==> src/rtl/vscale_mul_div_pkg.sv <==
// Shared constants for the vscale multiply/divide unit.
//   - default operand width
//   - operation encodings carried on req_op
//   - FSM state encodings
//   - helpers that decode which operands an operation treats as signed
package vscale_mul_div_pkg;

  localparam int unsigned XPR_LEN_DEFAULT = 32;
  localparam int unsigned MD_OP_W         = 3;

  typedef enum logic [MD_OP_W-1:0] {
    MdOpMul    = 3'd0,
    MdOpMulh   = 3'd1,
    MdOpMulhsu = 3'd2,
    MdOpMulhu  = 3'd3,
    MdOpDiv    = 3'd4,
    MdOpDivu   = 3'd5,
    MdOpRem    = 3'd6,
    MdOpRemu   = 3'd7
  } md_op_e;

  typedef enum logic [1:0] {
    StIdle    = 2'd0,
    StSetup   = 2'd1,
    StCompute = 2'd2,
    StDone    = 2'd3
  } md_state_e;

  // MUL is treated as signed x signed; its low half is the same either way.
  function automatic logic op_in1_signed(input md_op_e op);
    return op inside {MdOpMul, MdOpMulh, MdOpMulhsu, MdOpDiv, MdOpRem};
  endfunction

  function automatic logic op_in2_signed(input md_op_e op);
    return op inside {MdOpMul, MdOpMulh, MdOpDiv, MdOpRem};
  endfunction

  function automatic logic op_is_div(input md_op_e op);
    return op[2];
  endfunction

endpackage

==> src/rtl/vscale_mul_div.sv <==
// Iterative multiply/divide unit: one radix-2 step per cycle.
// Ports:
//   clk, reset_n             clock, asynchronous active-low reset
//   req_valid/req_ready      request handshake (ready only when idle)
//   req_op, req_in1, req_in2 operation and operands
//   kill                     abort the in-flight operation (ignored when idle)
//   resp_valid/resp_ready    response handshake
//   resp_result              result, held stable while resp_valid is high
// Datapath: acc_q is a 2*XPR_LEN+1 accumulator (product, or remainder:quotient),
// opnd_q holds the multiplicand/divisor magnitude, counter_q counts steps.
module vscale_mul_div
  import vscale_mul_div_pkg::*;
#(
  parameter int unsigned XPR_LEN = XPR_LEN_DEFAULT
) (
  input  logic               clk,
  input  logic               reset_n,
  input  logic               req_valid,
  output logic               req_ready,
  input  logic [MD_OP_W-1:0] req_op,
  input  logic [XPR_LEN-1:0] req_in1,
  input  logic [XPR_LEN-1:0] req_in2,
  input  logic               kill,
  output logic               resp_valid,
  input  logic               resp_ready,
  output logic [XPR_LEN-1:0] resp_result
);

  localparam int unsigned N  = XPR_LEN;
  localparam int unsigned CW = (N > 1) ? $clog2(N) : 1;

  md_state_e       state_q;
  md_op_e          op_q;
  logic [2*N:0]    acc_q;
  logic [N-1:0]    opnd_q;
  logic [N-1:0]    result_q;
  logic [CW-1:0]   counter_q;
  logic            neg_q;

  // Setup-phase decode: magnitudes and output sign correction.
  logic            s1, s2, div_zero, neg_d;
  logic [N-1:0]    mag1, mag2;

  always_comb begin
    s1       = op_in1_signed(op_q) & acc_q[N-1];
    s2       = op_in2_signed(op_q) & opnd_q[N-1];
    mag1     = s1 ? -acc_q[N-1:0] : acc_q[N-1:0];
    mag2     = s2 ? -opnd_q : opnd_q;
    div_zero = (opnd_q == '0);
    neg_d    = s1 ^ s2;
    case (op_q)
      // Divide by zero returns all-ones with no sign fix-up.
      MdOpDiv:            neg_d = (s1 ^ s2) & ~div_zero;
      MdOpRem:            neg_d = s1;
      MdOpDivu, MdOpRemu: neg_d = 1'b0;
      default:            ;
    endcase
  end

  // One iteration step.
  logic [N:0]      mul_sum;
  logic [N:0]      rem_sh, rem_diff;
  logic            rem_ge;
  logic [2*N:0]    step_next;

  always_comb begin
    // Shift-add: high half accumulates, multiplier bits consumed from bit 0.
    mul_sum  = {1'b0, acc_q[2*N-1:N]} + {1'b0, (acc_q[0] ? opnd_q : {N{1'b0}})};
    // Restoring divide: shift next dividend bit into remainder, try subtract.
    rem_sh   = {acc_q[2*N-1:N], acc_q[N-1]};
    rem_diff = rem_sh - {1'b0, opnd_q};
    rem_ge   = (rem_sh >= {1'b0, opnd_q});
    if (op_is_div(op_q)) begin
      step_next = {(rem_ge ? rem_diff : rem_sh), acc_q[N-2:0], rem_ge};
    end else begin
      step_next = {1'b0, mul_sum, acc_q[N-1:1]};
    end
  end

  // Final result, formed from the value the last step produces.
  logic [2*N-1:0]  prod, prod_fix;
  logic [N-1:0]    quo, rem, result_d;

  always_comb begin
    prod     = step_next[2*N-1:0];
    prod_fix = neg_q ? -prod : prod;
    quo      = step_next[N-1:0];
    rem      = step_next[2*N-1:N];
    result_d = prod_fix[N-1:0];
    unique case (op_q)
      MdOpMul:                        result_d = prod_fix[N-1:0];
      MdOpMulh, MdOpMulhsu, MdOpMulhu: result_d = prod_fix[2*N-1:N];
      MdOpDiv, MdOpDivu:              result_d = neg_q ? -quo : quo;
      MdOpRem, MdOpRemu:              result_d = neg_q ? -rem : rem;
    endcase
  end

  // Top accumulator bit is a carry slot that never needs to be read back.
  logic unused_acc_msb;
  assign unused_acc_msb = acc_q[2*N] ^ step_next[2*N];

  always_ff @(posedge clk or negedge reset_n) begin
    if (!reset_n) begin
      state_q   <= StIdle;
      op_q      <= MdOpMul;
      acc_q     <= '0;
      opnd_q    <= '0;
      result_q  <= '0;
      counter_q <= '0;
      neg_q     <= 1'b0;
    end else begin
      unique case (state_q)
        StIdle: begin
          if (req_valid) begin
            op_q    <= md_op_e'(req_op);
            acc_q   <= {{(N+1){1'b0}}, req_in1};
            opnd_q  <= req_in2;
            state_q <= StSetup;
          end
        end
        StSetup: begin
          if (kill) begin
            state_q <= StIdle;
          end else begin
            acc_q     <= {{(N+1){1'b0}}, mag1};
            opnd_q    <= mag2;
            neg_q     <= neg_d;
            counter_q <= '0;
            state_q   <= StCompute;
          end
        end
        StCompute: begin
          if (kill) begin
            state_q <= StIdle;
          end else begin
            acc_q     <= step_next;
            counter_q <= counter_q + CW'(1);
            if (counter_q == CW'(N-1)) begin
              result_q <= result_d;
              state_q  <= StDone;
            end
          end
        end
        StDone: begin
          if (kill || resp_ready) begin
            state_q <= StIdle;
          end
        end
      endcase
    end
  end

  assign req_ready   = (state_q == StIdle);
  assign resp_valid  = (state_q == StDone);
  assign resp_result = result_q;

endmodule
==> config.mk <==
export PLATFORM = sky130hd
export DESIGN_NAME = vscale_mul_div
export DESIGN_NICKNAME = d
export VERILOG_FILES = /design/src/rtl/vscale_mul_div_pkg.sv /design/src/rtl/vscale_mul_div.sv
export SDC_FILE = /design/constraint.sdc
export NUM_CORES = 1
export LEC_CHECK = 0
export BUFFER_PORTS_ARGS = -buffer_cell sky130_fd_sc_hd__buf_2
export CORE_ASPECT_RATIO = 1.2
export CORE_MARGIN = 5
export CORE_UTILIZATION = 45
export DETAILED_ROUTE_END_ITERATION = 8
export MAX_ROUTING_LAYER = met4
export PLACE_DENSITY_LB_ADDON = 0.1
export SLEW_MARGIN = 20
export SYNTH_ARGS = -nofsm -noshare
export SYNTH_HDL_FRONTEND = slang
export SYNTH_SLANG_ARGS = --single-unit
==> constraint.sdc <==
create_clock -name clk -period 6.5 [get_ports clk]
set_clock_uncertainty 0.15 [all_clocks]
set_input_delay 0.65 -clock clk [delete_from_list [all_inputs] [get_ports clk]]
set_output_delay 0.65 -clock clk [all_outputs]
set_load 0.01 [all_outputs]
# ---- Word level (Yosys, flattened, before mapping)
# Index checks and enable logic that the tools add are counted.
dict set report totals {
  register_bits 139
  in_bits 72
  wordCells 88
}
dict set report op_classes {
  add_sub_neg 8
  n_lt_le_gt_ge 1
  eq_ne 18
  muxes 26
  bitwise 6
  reduce_logical 21
}
# cell n
set op_table {}
lappend op_table {{64-bit two-way mux} 5}
lappend op_table {{32-bit two-way mux} 8}
lappend op_table {{64-bit one-hot mux with 3 select lines} 1}
lappend op_table {{32-bit negator} 4}
lappend op_table {{32-bit one-hot mux with 4 select lines} 1}
lappend op_table {{64-bit negator} 1}
lappend op_table {{32-bit one-hot mux with 2 select lines} 1}
lappend op_table {{32-bit by 32-bit adder with 33-bit output} 1}
lappend op_table {{33-bit by 32-bit >= comparator with 1-bit output} 1}
lappend op_table {{32-bit logical NOT} 1}
lappend op_table {{32-bit subtractor} 1}
lappend op_table {{3-bit == test, second input constant} 4}
lappend op_table {{2-bit two-way mux} 5}
lappend op_table {{5-bit two-way mux} 2}
lappend op_table {{2-bit != test, second input constant} 5}
lappend op_table {{5-bit one-hot mux with 2 select lines} 1}
lappend op_table {{3-bit AND reduction} 3}
lappend op_table {{2-bit one-hot mux with 4 select lines} 1}
lappend op_table {{4-bit AND reduction} 2}
lappend op_table {{3-bit by 2-bit == test with 1-bit output, second input constant} 2}
lappend op_table {{2-bit OR reduction} 3}
lappend op_table {{5-bit by 1-bit adder with 5-bit output, second input constant} 1}
lappend op_table {{5-bit == test, second input constant} 1}
lappend op_table {{5-bit AND reduction} 1}
lappend op_table {{18 further kinds} 24}

# ---- Logic depth before layout (Yosys ltp)
# Gate-level depths: netlist of run 1.
dict set report logic_depth {
  depth_word 6
  mapped_depth 24
}

# ---- Least setup slack after synthesis of run 1
# OpenSTA, ideal clock, no wires.
dict set report synth_path {
  path_kind {register to register}
  startpoint {register op_q[2]}
  endpoint {register result_q[28], in the netlist resp_result[28]}
  arrival_ns 5.402
  slack_ns 0.830
  stages_incl_launch_ff 21
  path_buffers 8
  path_cell_list {dfrtp_1 > buf_1 > clkbuf_1 > buf_1 > clkbuf_1 > buf_1 > buf_1 > buf_1 > clkbuf_1 > mux2i_1 > ha_1 > o2111ai_1 > or2_2 > nor2_1 > nand2_1 > nand2_1 > nor2_1 > a211oi_1 > or4b_2 > nand3_1 > nand2_1}
}
dict set report synth_via {
  elab_chain_len 4
  elab_cells_between_ends 19
  classes_between {add/sub (3); eq/ne (7); mux (5); reduce/logical (4)}
}
# element line
set synth_rtl {}
lappend synth_rtl {{from (decl)} vscale_mul_div.sv:33} ;# md_op_e op_q;
lappend synth_rtl {{from (signal assigned)} vscale_mul_div.sv:105} ;# op_q <= MdOpMul;
lappend synth_rtl {{from (signal assigned)} vscale_mul_div.sv:115} ;# op_q <= md_op_e'(req_op);
lappend synth_rtl {{64-bit two-way mux} vscale_mul_div.sv:73} ;# if (op_is_div(op_q)) begin
lappend synth_rtl {{64-bit negator (tied with other cells)} vscale_mul_div.sv:86} ;# prod_fix = neg_q ? -prod : prod;
lappend synth_rtl {{64-bit two-way mux (tied with other cells)} vscale_mul_div.sv:86}
lappend synth_rtl {{32-bit one-hot mux with 4 select lines (*)} vscale_mul_div.sv:90} ;# unique case (op_q)
lappend synth_rtl {{to (signal assigned)} vscale_mul_div.sv:139} ;# result_q <= result_d;
lappend synth_rtl {{to (decl)} vscale_mul_div.sv:36} ;# logic [N-1:0] result_q;
# Mark *: on every way between the ends. The rest lies on a longest branch, timed or not.
# A chain may end at the register's enable or synchronous reset.

# ---- Worst setup path in the final report of run 1
dict set report layout_path {
  startpoint {register opnd_q[6]}
  endpoint {register result_q[22], in the netlist resp_result[22]}
}
dict set report layout_via {
  elab_chain_len 6
  elab_cells_between_ends 13
  classes_between {add/sub (5); order compare (1); mux (7)}
}
# element line
set layout_rtl {}
lappend layout_rtl {{from (decl)} vscale_mul_div.sv:35} ;# logic [N-1:0] opnd_q;
lappend layout_rtl {{from (signal assigned)} vscale_mul_div.sv:117} ;# opnd_q <= req_in2;
lappend layout_rtl {{from (signal assigned)} vscale_mul_div.sv:126} ;# opnd_q <= mag2;
lappend layout_rtl {{32-bit two-way mux (tied with other cells)} vscale_mul_div.sv:68} ;# mul_sum = {1'b0, acc_q[2*N-1:N]} + {1'b0, (acc_q[0] ? opnd_q : {N{1'b0}})};
lappend layout_rtl {{32-bit by 32-bit adder with 33-bit output or 32-bit two-way mux (tied branches)} {vscale_mul_div.sv:68, vscale_mul_div.sv:74}}
lappend layout_rtl {{64-bit two-way mux (*)} vscale_mul_div.sv:73}
lappend layout_rtl {{64-bit negator or 32-bit negator (tied branches)} {vscale_mul_div.sv:86, vscale_mul_div.sv:94}}
lappend layout_rtl {{64-bit two-way mux or 32-bit two-way mux (tied branches)} {vscale_mul_div.sv:86, vscale_mul_div.sv:94}}
lappend layout_rtl {{32-bit one-hot mux with 4 select lines (*)} vscale_mul_div.sv:90}
# Marked as above.

==> impl_metrics.ini, run 1 <==
[clock_tree]
clk_pin_slew_ps = 70
htree_levels = 4
post_cts_buffers = 0
cts_buffers = 17
cts_sinks = 139
cts.repair.resized = 0
cts_tree = done
ctsLongestPathBuffers = 2
ctsHoldBuffers = 0
clk_latency_ps = 480
cts-root-buf = clkbuf_16

[global_routing]
antenna_found_initial = 0
grt_overflow = 0
grt_max_degree = 68
grt_pass1_vias = 16100
grt_pass1_wl_um = 96800
grt_use_total_pct = 35.1

[synthesis]
synth_area_um2 = 14800
synthSimpleGateAreaFrac_pct = 23.8
synth_compound_area_share_pct = 32.6
synth_cell_types = 84
synth_xor_area_share_pct = 4.39
synth-edff-count = 0
synth_top_family_by_area = compound AO/OA/AOI/OAI gates
syn_nets = 2189
yosysSeqAreaShare_pct = 23.6
async_reset_ff_share_pct = 100
synth_top_cell_by_area = dfrtp_1
yosys-top-cells-area = dfrtp_1 (24%), o21ai_0 (7.3%), ha_1 (6.3%)
synth_top_area_share_pct = 23.6
avgSynthCellArea_um2 = 7.23
synth_common_cells = o21ai_0 (214), nand2_1 (211), nor2_1 (203)
synthMuxAreaShare_pct = 3.56
yosys_warnings = 0
ys_ff_latch = 139
synthCells = 2041
synth_flop_cell = dfrtp_1
synth_fa_ha_area_share_pct = 6.54
yosysMostFrequentCell = o21ai_0

[final_layout]
n_antenna_cell = 0
nets = 2230
fin_cells = 2501
syn2layout_area_growth_pct = 10.4
stdcell_area_um2 = 16300
drive_above_1_share_pct = 11.0
finish.utilization_pct = 50.4

[power_and_ir_drop]
p_per_area_nw_per_um2 = 523
leakagePower_nw = 6.95
vdd_drop_max_uv = 329
p_seq_share_pct = 18.3
switching_share_pct = 57.5
internal_power_mw = 3.62
power_mw = 8.53
switchingPower_mw = 4.91
power.clock.fraction_pct = 12.5
p_comb_share_pct = 69.2

[placed_design]
post-place-ws_ps = 612
port-buffer-count = 105
dp_hpwl_um = 49100
gp_congestion = 1.06
place_inst = 2470
placed_area_um2 = 15700

[detailed_routing]
via_count = 16600
drtAntennaViolNets = 0
wire_per_inst_um = 25.4
drcViolationCount = 0
drt_iter0_markers = 1606
drt-total-wl_um = 63400
vias_per_cell = 6.64
drtPass1Iterations = 5

[timing]
setup_viol = 0
hold_viol = 0
final-max-slew-violation-count = 0
fmax_mhz = 166
hold_ws_ps = 47.6
tns_ps = 0
timing.slew.headroom_pct = 27.0
period_needed_ps = 6040
finalCritPeriodShare_pct = 92.9
tightestPinTransition_ps = 1090
worst_slack_ps = 459
rsz0062_at_grt = no

[flow_run]
maxCapViolations = 0

[hold_path]
hold_path.class = input pin to asynchronous set/reset pin

[setup_path]
path_delay_family = simple AND/OR/NAND/NOR gates
critPathRequiredTime_ps = 6670
endpoint_kind = flip-flop
startpoint_type = flip-flop
critPathBufInv = 2
rr_startpoint = opnd_q[6]$_DFFE_PN0P_
crit_type = flip-flop to flip-flop
critPathArrivalTime_ps = 6210
r2r_end = resp_result[22]$_DFFE_PN0P_
ff2ff_path_depth = 15
crit_chain = inv_1 -> ha_1 -> a21o_1 -> a31oi_1 -> o221ai_1 -> o31a_1 -> nor2_2 -> a311oi_1 -> inv_1 -> ha_1 -> and4_1 -> nand3_1 -> or4_1 -> o31ai_1 -> a31oi_1
cp_slowest_cell = nor2_2
critPathMaxStageDelay_ps = 860
r2r_slack_ps = 460
crit_fanout = 20

[floorplanning]
ios = 106
core_area_um2 = 32300
rows = 72
fp.dieW_um = 175
die_h_um = 208
start_util_pct = 45.7
dieArea_um2 = 36500

[outcome]
status = finished, final reports clean
-- sequential cells by signal (all words and copies together) (netlist names) --
name	count
acc_q	64
counter_q	5
neg_q	1
op_q	3
opnd_q	32
resp_result	32
state_q	2
-- power by group through the flow --
stage | clock network (mW) | logic (mW) | registers [mW]
2_1_floorplan | 0 | 4.01 | 1.30
3_3_place_gp | 0 | 5.76 | 1.55
3_5_place_dp | 0 | 5.76 | 1.56
4_1_cts | 1.08 | 5.78 | 1.54
5_1_grt | 1.10 | 6.36 | 1.61
6_report | 1.07 | 5.90 | 1.56
-- final cells by class --
| cell class | count | area (µm²) |
|---|---|---|
| fillers | 3311 | 16000 |
| multi-input cells | 1689 | 10500 |
| flip-flops and latches | 139 | 3480 |
| repair buffers | 158 | 930 |
| well taps | 407 | 509 |
| clock buffers | 21 | 460 |
| inverters | 77 | 289 |
| clock inverters | 10 | 143 |
-- cells by family (layout without fill, tap and decap cells) --
kind of cell / Yosys count / count (layout)
simple gates: 739 / 739
compound gates: 749 / 749
fa+ha+maj: 76 / 76
xor+xnor: 74 / 74
mux: 51 / 51
flops: 139 / 139
buf+inv: 213 / 266
-- per-layer routing --
metal / vias to the layer above / share of wire (%) / wire [µm] / global-route usage (%)
met3: 183 / 5.7 / 3620 / 4.32
met5: - / 0 / 0 / -
li1: 7697 / - / - / -
met2: 720 / 47 / 29600 / 55.2
met4: 0 / 7.0 / 4460 / 21.7
met1: 7996 / 41 / 25800 / 42.8
-- layout by cell type, fill, tap and decap left out, drive strengths merged, types with 24 or more instances in the layout --
cell,instances
inv,75
nand3,55
xnor2,49
nand4,30
a211oi,24
nor2,203
or3,35
a21oi,170
a21o,30
xor2,25
ha,74
nand2,211
mux2i,39
o22ai,28
buf,158
o21ai,219
dfrtp,139
nor3,89
a31oi,27
o31ai,25
a22o,24
-- worst max-delay path by stage --
stage / slack (ps) / cells after the start / startpoint / to
6_report: 460 / 15 / opnd_q[6]$_DFFE_PN0P_ / resp_result[22]$_DFFE_PN0P_
5_1_grt: 150 / 15 / opnd_q[6]$_DFFE_PN0P_ / resp_result[22]$_DFFE_PN0P_
4_1_cts: 560 / 15 / opnd_q[6]$_DFFE_PN0P_ / resp_result[22]$_DFFE_PN0P_
3_5_place_dp: 610 / 15 / opnd_q[6]$_DFFE_PN0P_ / resp_result[22]$_DFFE_PN0P_
3_3_place_gp: 580 / 15 / opnd_q[6]$_DFFE_PN0P_ / resp_result[22]$_DFFE_PN0P_
2_1_floorplan: 830 / 20 / op_q[2]$_DFFE_PN0P_ / resp_result[28]$_DFFE_PN0P_
Power figures use the tool's default switching activity.
==> inputs of run 2 (changes only) <==
--- a/config.mk
+++ b/config.mk
@@ -11,7 +11,8 @@
 export CORE_UTILIZATION = 45
 export DETAILED_ROUTE_END_ITERATION = 8
 export MAX_ROUTING_LAYER = met4
-export PLACE_DENSITY_LB_ADDON = 0.1
+export PLACE_DENSITY_LB_ADDON = 0.05
+export REMOVE_ABC_BUFFERS = 1
 export SLEW_MARGIN = 20
 export SYNTH_ARGS = -nofsm -noshare
 export SYNTH_HDL_FRONTEND = slang
==> run 2 against run 1 <==
Effect of this change: sequential power barely moved; critical path depth rose by 2; worst setup slack improved by 150 ps; via count fell by 1.2%; die area did not move; first-iteration DRC count fell by 6.5%; sequential share of layout area rose by 0.072 points; final area fell by 0.34%; combinational power fell by 7.1%; count of clock-buffer cells in the layout fell by 4; non-clock buffer count fell by 10; clock power barely moved; critical path type unchanged.
==> impl_metrics.ini, run 2 (same netlist as run 1, synthesis figures left out) <==
[outcome]
status = finished, final reports clean

[detailed_routing]
wire_per_inst_um = 23.6
drtPass1Iterations = 5
via_count = 16400
vias_per_cell = 6.58
drtAntennaViolNets = 0
drt_iter0_markers = 1502
drt-total-wl_um = 58700
drcViolationCount = 0

[timing]
timing.slew.headroom_pct = 26.4
finalCritPeriodShare_pct = 90.6
rsz0062_at_grt = no
period_needed_ps = 5890
tns_ps = 0
worst_slack_ps = 611
tightestPinTransition_ps = 1100
fmax_mhz = 170
hold_viol = 0
setup_viol = 0
final-max-slew-violation-count = 0

[clock_tree]
cts_tree = done
cts-root-buf = clkbuf_16
cts_buffers = 17
htree_levels = 4
clk_pin_slew_ps = 70
cts.repair.resized = 0
ctsHoldBuffers = 0
cts_sinks = 139
post_cts_buffers = 0
ctsLongestPathBuffers = 2
clk_latency_ps = 450

[power_and_ir_drop]
internal_power_mw = 3.58
p_seq_share_pct = 19.0
power.clock.fraction_pct = 13.4
power_mw = 8.11
switching_share_pct = 55.9
leakagePower_nw = 6.92
p_per_area_nw_per_um2 = 499
vdd_drop_max_uv = 305
p_comb_share_pct = 67.6
switchingPower_mw = 4.53

[placed_design]
post-place-ws_ps = 868
place_inst = 2460
gp_congestion = 0.995
port-buffer-count = 105
dp_hpwl_um = 44600

[global_routing]
grt_max_degree = 76
grt_overflow = 0
grt_pass1_wl_um = 91600
grt_pass1_vias = 15800
antenna_found_initial = 0
grt_use_total_pct = 32.5

[floorplanning]
die_h_um = 208
start_util_pct = 45.7
fp.dieW_um = 175
core_area_um2 = 32300
ios = 106
dieArea_um2 = 36500
rows = 72

[final_layout]
final_common_cell = o21ai_0
num-fill-cells = 3322
n_antenna_cell = 0
finish.utilization_pct = 50.2
largest_register = acc_q
drive_above_1_share_pct = 10.7
nets = 2220
syn2layout_area_growth_pct = 10.0
largest_reg_flops = 64
final_cell_mix = o21ai_0 (214), nand2_1 (211), nor2_1 (201)
fin_cells = 2492

[hold_path]
hold_path.class = input pin to asynchronous set/reset pin

[setup_path]
critPathArrivalTime_ps = 6060
critPathRequiredTime_ps = 6670
endpoint_kind = flip-flop
crit_fanout = 23
startpoint_type = flip-flop
crit_type = flip-flop to flip-flop

[flow_run]
maxCapViolations = 0
[run 2: final timing paths]
kind	startpoint	to	slack, ps	cells after the start
worst max register to register	acc_q[0]$_DFFE_PN0P_	resp_result[29]$_DFFE_PN0P_	610	17
min in group clk	req_op[1]	op_q[1]$_DFFE_PN0P_	270	2
worst min register to register	resp_result[0]$_DFFE_PN0P_	resp_result[0]$_DFFE_PN0P_	330	2
max in group asynchronous	reset_n	op_q[2]$_DFFE_PN0P_	4930	2
worst max-delay path	acc_q[0]$_DFFE_PN0P_	resp_result[29]$_DFFE_PN0P_	610	17
worst min-delay path	reset_n	acc_q[40]$_DFFE_PN0P_	60	1
[run 2: final cells by class]
cell class	count	area [µm²]	share of cell area (%)
Clock buffer	17	425	2.62
Timing Repair Buffer	148	855	5.26
Multi-Input combinational cell	1689	10500	64.5
Inverter	77	289	1.78
Tap cell	407	509	3.13
Sequential cell	139	3480	21.4
Clock inverter	15	198	1.22
[run 2: worst max-delay path, stage by stage (launching register included)]
cell and delay [ps]:
dfrtp_1 440, clkinv_1 470, buf_4 420, nor2_1 130, ha_1 290, a21oi_1 240, o21ai_0 270, o22ai_1 430
o21ai_0 210, xnor2_1 190, o221ai_1 360, nor4bb_1 500, buf_4 260, nand2_1 150, or3_1 510, nor3_1 400
mux2i_1 240, a31oi_1 90
[run 2: layer usage]
metal	vias up	global-route usage (%)	routed length [µm]
li1	7705	-	-
met1	7828	40.7	24500
met2	696	52.4	27900
met3	160	3.67	3540
met4	0	15.2	2770
met5	-	-	0
[run 2: power groups by stage]
stage | combinational, mW | sequential [mW] | clock, mW
2_1_floorplan | 3.67 | 1.50 | 0
3_3_place_gp | 5.34 | 1.54 | 0
3_5_place_dp | 5.36 | 1.55 | 0
4_1_cts | 5.38 | 1.53 | 1.11
5_1_grt | 5.99 | 1.58 | 1.13
6_report | 5.48 | 1.54 | 1.09
[run 2: per-stage QoR]
step	instance area [µm²]	hold slack, ps
final	16200	56.1
after global routing	16200	111
after CTS	16200	99.4
after detailed placement	15600	322
after global placement	15600	308
after floorplan	14200	204
==> inputs of run 3 (changes only) <==
--- a/config.mk
+++ b/config.mk
@@ -9,11 +9,13 @@
 export CORE_ASPECT_RATIO = 1.2
 export CORE_MARGIN = 5
 export CORE_UTILIZATION = 45
+export CTS_CLUSTER_DIAMETER = 120
 export DETAILED_ROUTE_END_ITERATION = 8
 export MAX_ROUTING_LAYER = met4
-export PLACE_DENSITY_LB_ADDON = 0.05
+export PLACE_DENSITY = 0.73
 export REMOVE_ABC_BUFFERS = 1
 export SLEW_MARGIN = 20
 export SYNTH_ARGS = -nofsm -noshare
 export SYNTH_HDL_FRONTEND = slang
 export SYNTH_SLANG_ARGS = --single-unit
+export TNS_END_PERCENT = 20
==> run 3 against run 2 <==
Effect of this change: count of clock-buffer cells in the layout grew 2; critical path depth decreased by 2; worst setup slack better by 93 ps; sequential power hardly changed; non-clock buffer count decreased by 2; critical endpoint is now resp_result[28]$_DFFE_PN0P_.
==> impl_metrics.ini, run 3 (same netlist as run 1, synthesis figures left out) <==
[final_layout]
final_cell_mix = o21ai_0 (214), nand2_1 (211), nor2_1 (202)
finish.utilization_pct = 50.1
drive_above_1_share_pct = 10.5
nets = 2218
n_antenna_cell = 0
syn2layout_area_growth_pct = 9.75
final_common_cell = o21ai_0
largest_reg_flops = 64
fin_cells = 2488
largest_register = acc_q

[setup_path]
critPathMaxStageDelay_ps = 690
crit_top_cell = nand4_1
crit_type = flip-flop to flip-flop
path_delay_family = simple AND/OR/NAND/NOR gates
startpoint_type = flip-flop
crit_chain = inv_1 -> ha_1 -> nand4_1 -> or3_1 -> a2111oi_1 -> o31a_1 -> nor2_1 -> a221oi_1 -> nor3b_1 -> buf_4 -> and4_1 -> nand4_1 -> or4b_2 -> nand3_1 -> nand2_1
critPathRequiredTime_ps = 6680
critPathBufInv = 2
crit_fanout = 8
ff2ff_path_depth = 15
cp_slowest_cell = a221oi_1
critPathArrivalTime_ps = 5980
endpoint_kind = flip-flop
path_depth = 15

[detailed_routing]
drtAntennaViolNets = 0
wire_per_inst_um = 22.9
vias_per_cell = 6.67
drt_iter0_markers = 1587
via_count = 16600
drcViolationCount = 0
drtPass1Iterations = 5
drt-total-wl_um = 56900

[outcome]
status = finished, final reports clean

[global_routing]
grt_pass1_wl_um = 89100
grt_use_total_pct = 31.1
grt_max_degree = 82
antenna_found_initial = 0
grt_overflow = 0
grt_pass1_vias = 15800

[timing]
setup_viol = 0
fmax_mhz = 173
timing.slew.headroom_pct = 26.3
tightestPinTransition_ps = 1100
rsz0062_at_grt = no
final-max-slew-violation-count = 0
tns_ps = 0
hold_viol = 0
finalCritPeriodShare_pct = 89.2
period_needed_ps = 5800

[clock_tree]
cts_buffers = 17
htree_levels = 4
clk_latency_ps = 450
cts.repair.resized = 0
ctsHoldBuffers = 0
post_cts_buffers = 0
cts_tree = done
clk_pin_slew_ps = 70
cts-root-buf = clkbuf_16
cts_sinks = 139
ctsLongestPathBuffers = 2

[power_and_ir_drop]
switchingPower_mw = 4.49
power.clock.fraction_pct = 13.0
internal_power_mw = 3.56
p_seq_share_pct = 19.2
p_comb_share_pct = 67.8
switching_share_pct = 55.8
p_per_area_nw_per_um2 = 497
vdd_drop_max_uv = 259
leakagePower_nw = 6.89

[flow_run]
maxCapViolations = 0

[floorplanning]
die_h_um = 208
core_area_um2 = 32300
ios = 106
dieArea_um2 = 36500
start_util_pct = 45.7
fp.dieW_um = 175
rows = 72

[placed_design]
dp_hpwl_um = 42800
place_inst = 2458
port-buffer-count = 105
gp_congestion = 1.05

[hold_path]
hold_path.class = input pin to asynchronous set/reset pin
run 3: layout make-up:
type                       count  area [µm²]
timing repair buffer         146         840
inverter                      77         289
clock buffer                  19         453
sequential                   139        3480
multi-input combinational   1689       10500
fill                        3208       16100
tap                          407         509
clock inverter                11         146
run 3: power by group through the flow:
stage / logic [mW] / clock network (mW) / registers [mW]
2_1_floorplan: 3.67 / 0 / 1.50
6_report: 5.46 / 1.05 / 1.55
3_3_place_gp: 5.24 / 0 / 1.53
4_1_cts: 5.34 / 1.06 / 1.53
5_1_grt: 5.93 / 1.09 / 1.59
3_5_place_dp: 5.31 / 0 / 1.55
run 3: stage by stage:
step | power [mW] | setup slack (ps) | hold slack, ps | area (µm²)
after floorplan | 5.17 | -871 | 204 | 14200
after global placement | 6.77 | 814 | 310 | 15600
after detailed placement | 6.85 | 873 | 321 | 15600
after CTS | 7.93 | 851 | 159 | 16200
after global routing | 8.62 | 389 | 195 | 16200
final | 8.05 | 704 | 122 | 16200
run 3: metal layers:
| metal | share of wire [%] | routed length [µm] | track usage, % |
|---|---|---|---|
| met1 | 40 | 22700 | 38.5 |
| met3 | 7.5 | 4260 | 4.08 |
| met5 | 0 | 0 | - |
| met2 | 47 | 26500 | 49.6 |
| met4 | 5.9 | 3330 | 16.3 |
run 3: path summary, 6_finish.rpt:
kind / slack (ps) / start / endpoint
max: 700 / opnd_q[28]$_DFFE_PN0P_ / resp_result[28]$_DFFE_PN0P_
min: 120 / reset_n / opnd_q[5]$_DFFE_PN0P_
max reg2reg: 700 / opnd_q[28]$_DFFE_PN0P_ / resp_result[28]$_DFFE_PN0P_
min reg2reg: 330 / resp_result[0]$_DFFE_PN0P_ / resp_result[0]$_DFFE_PN0P_
max in group asynchronous: 4680 / reset_n / resp_result[26]$_DFFE_PN0P_
min in group clk: 290 / req_op[2] / op_q[2]$_DFFE_PN0P_
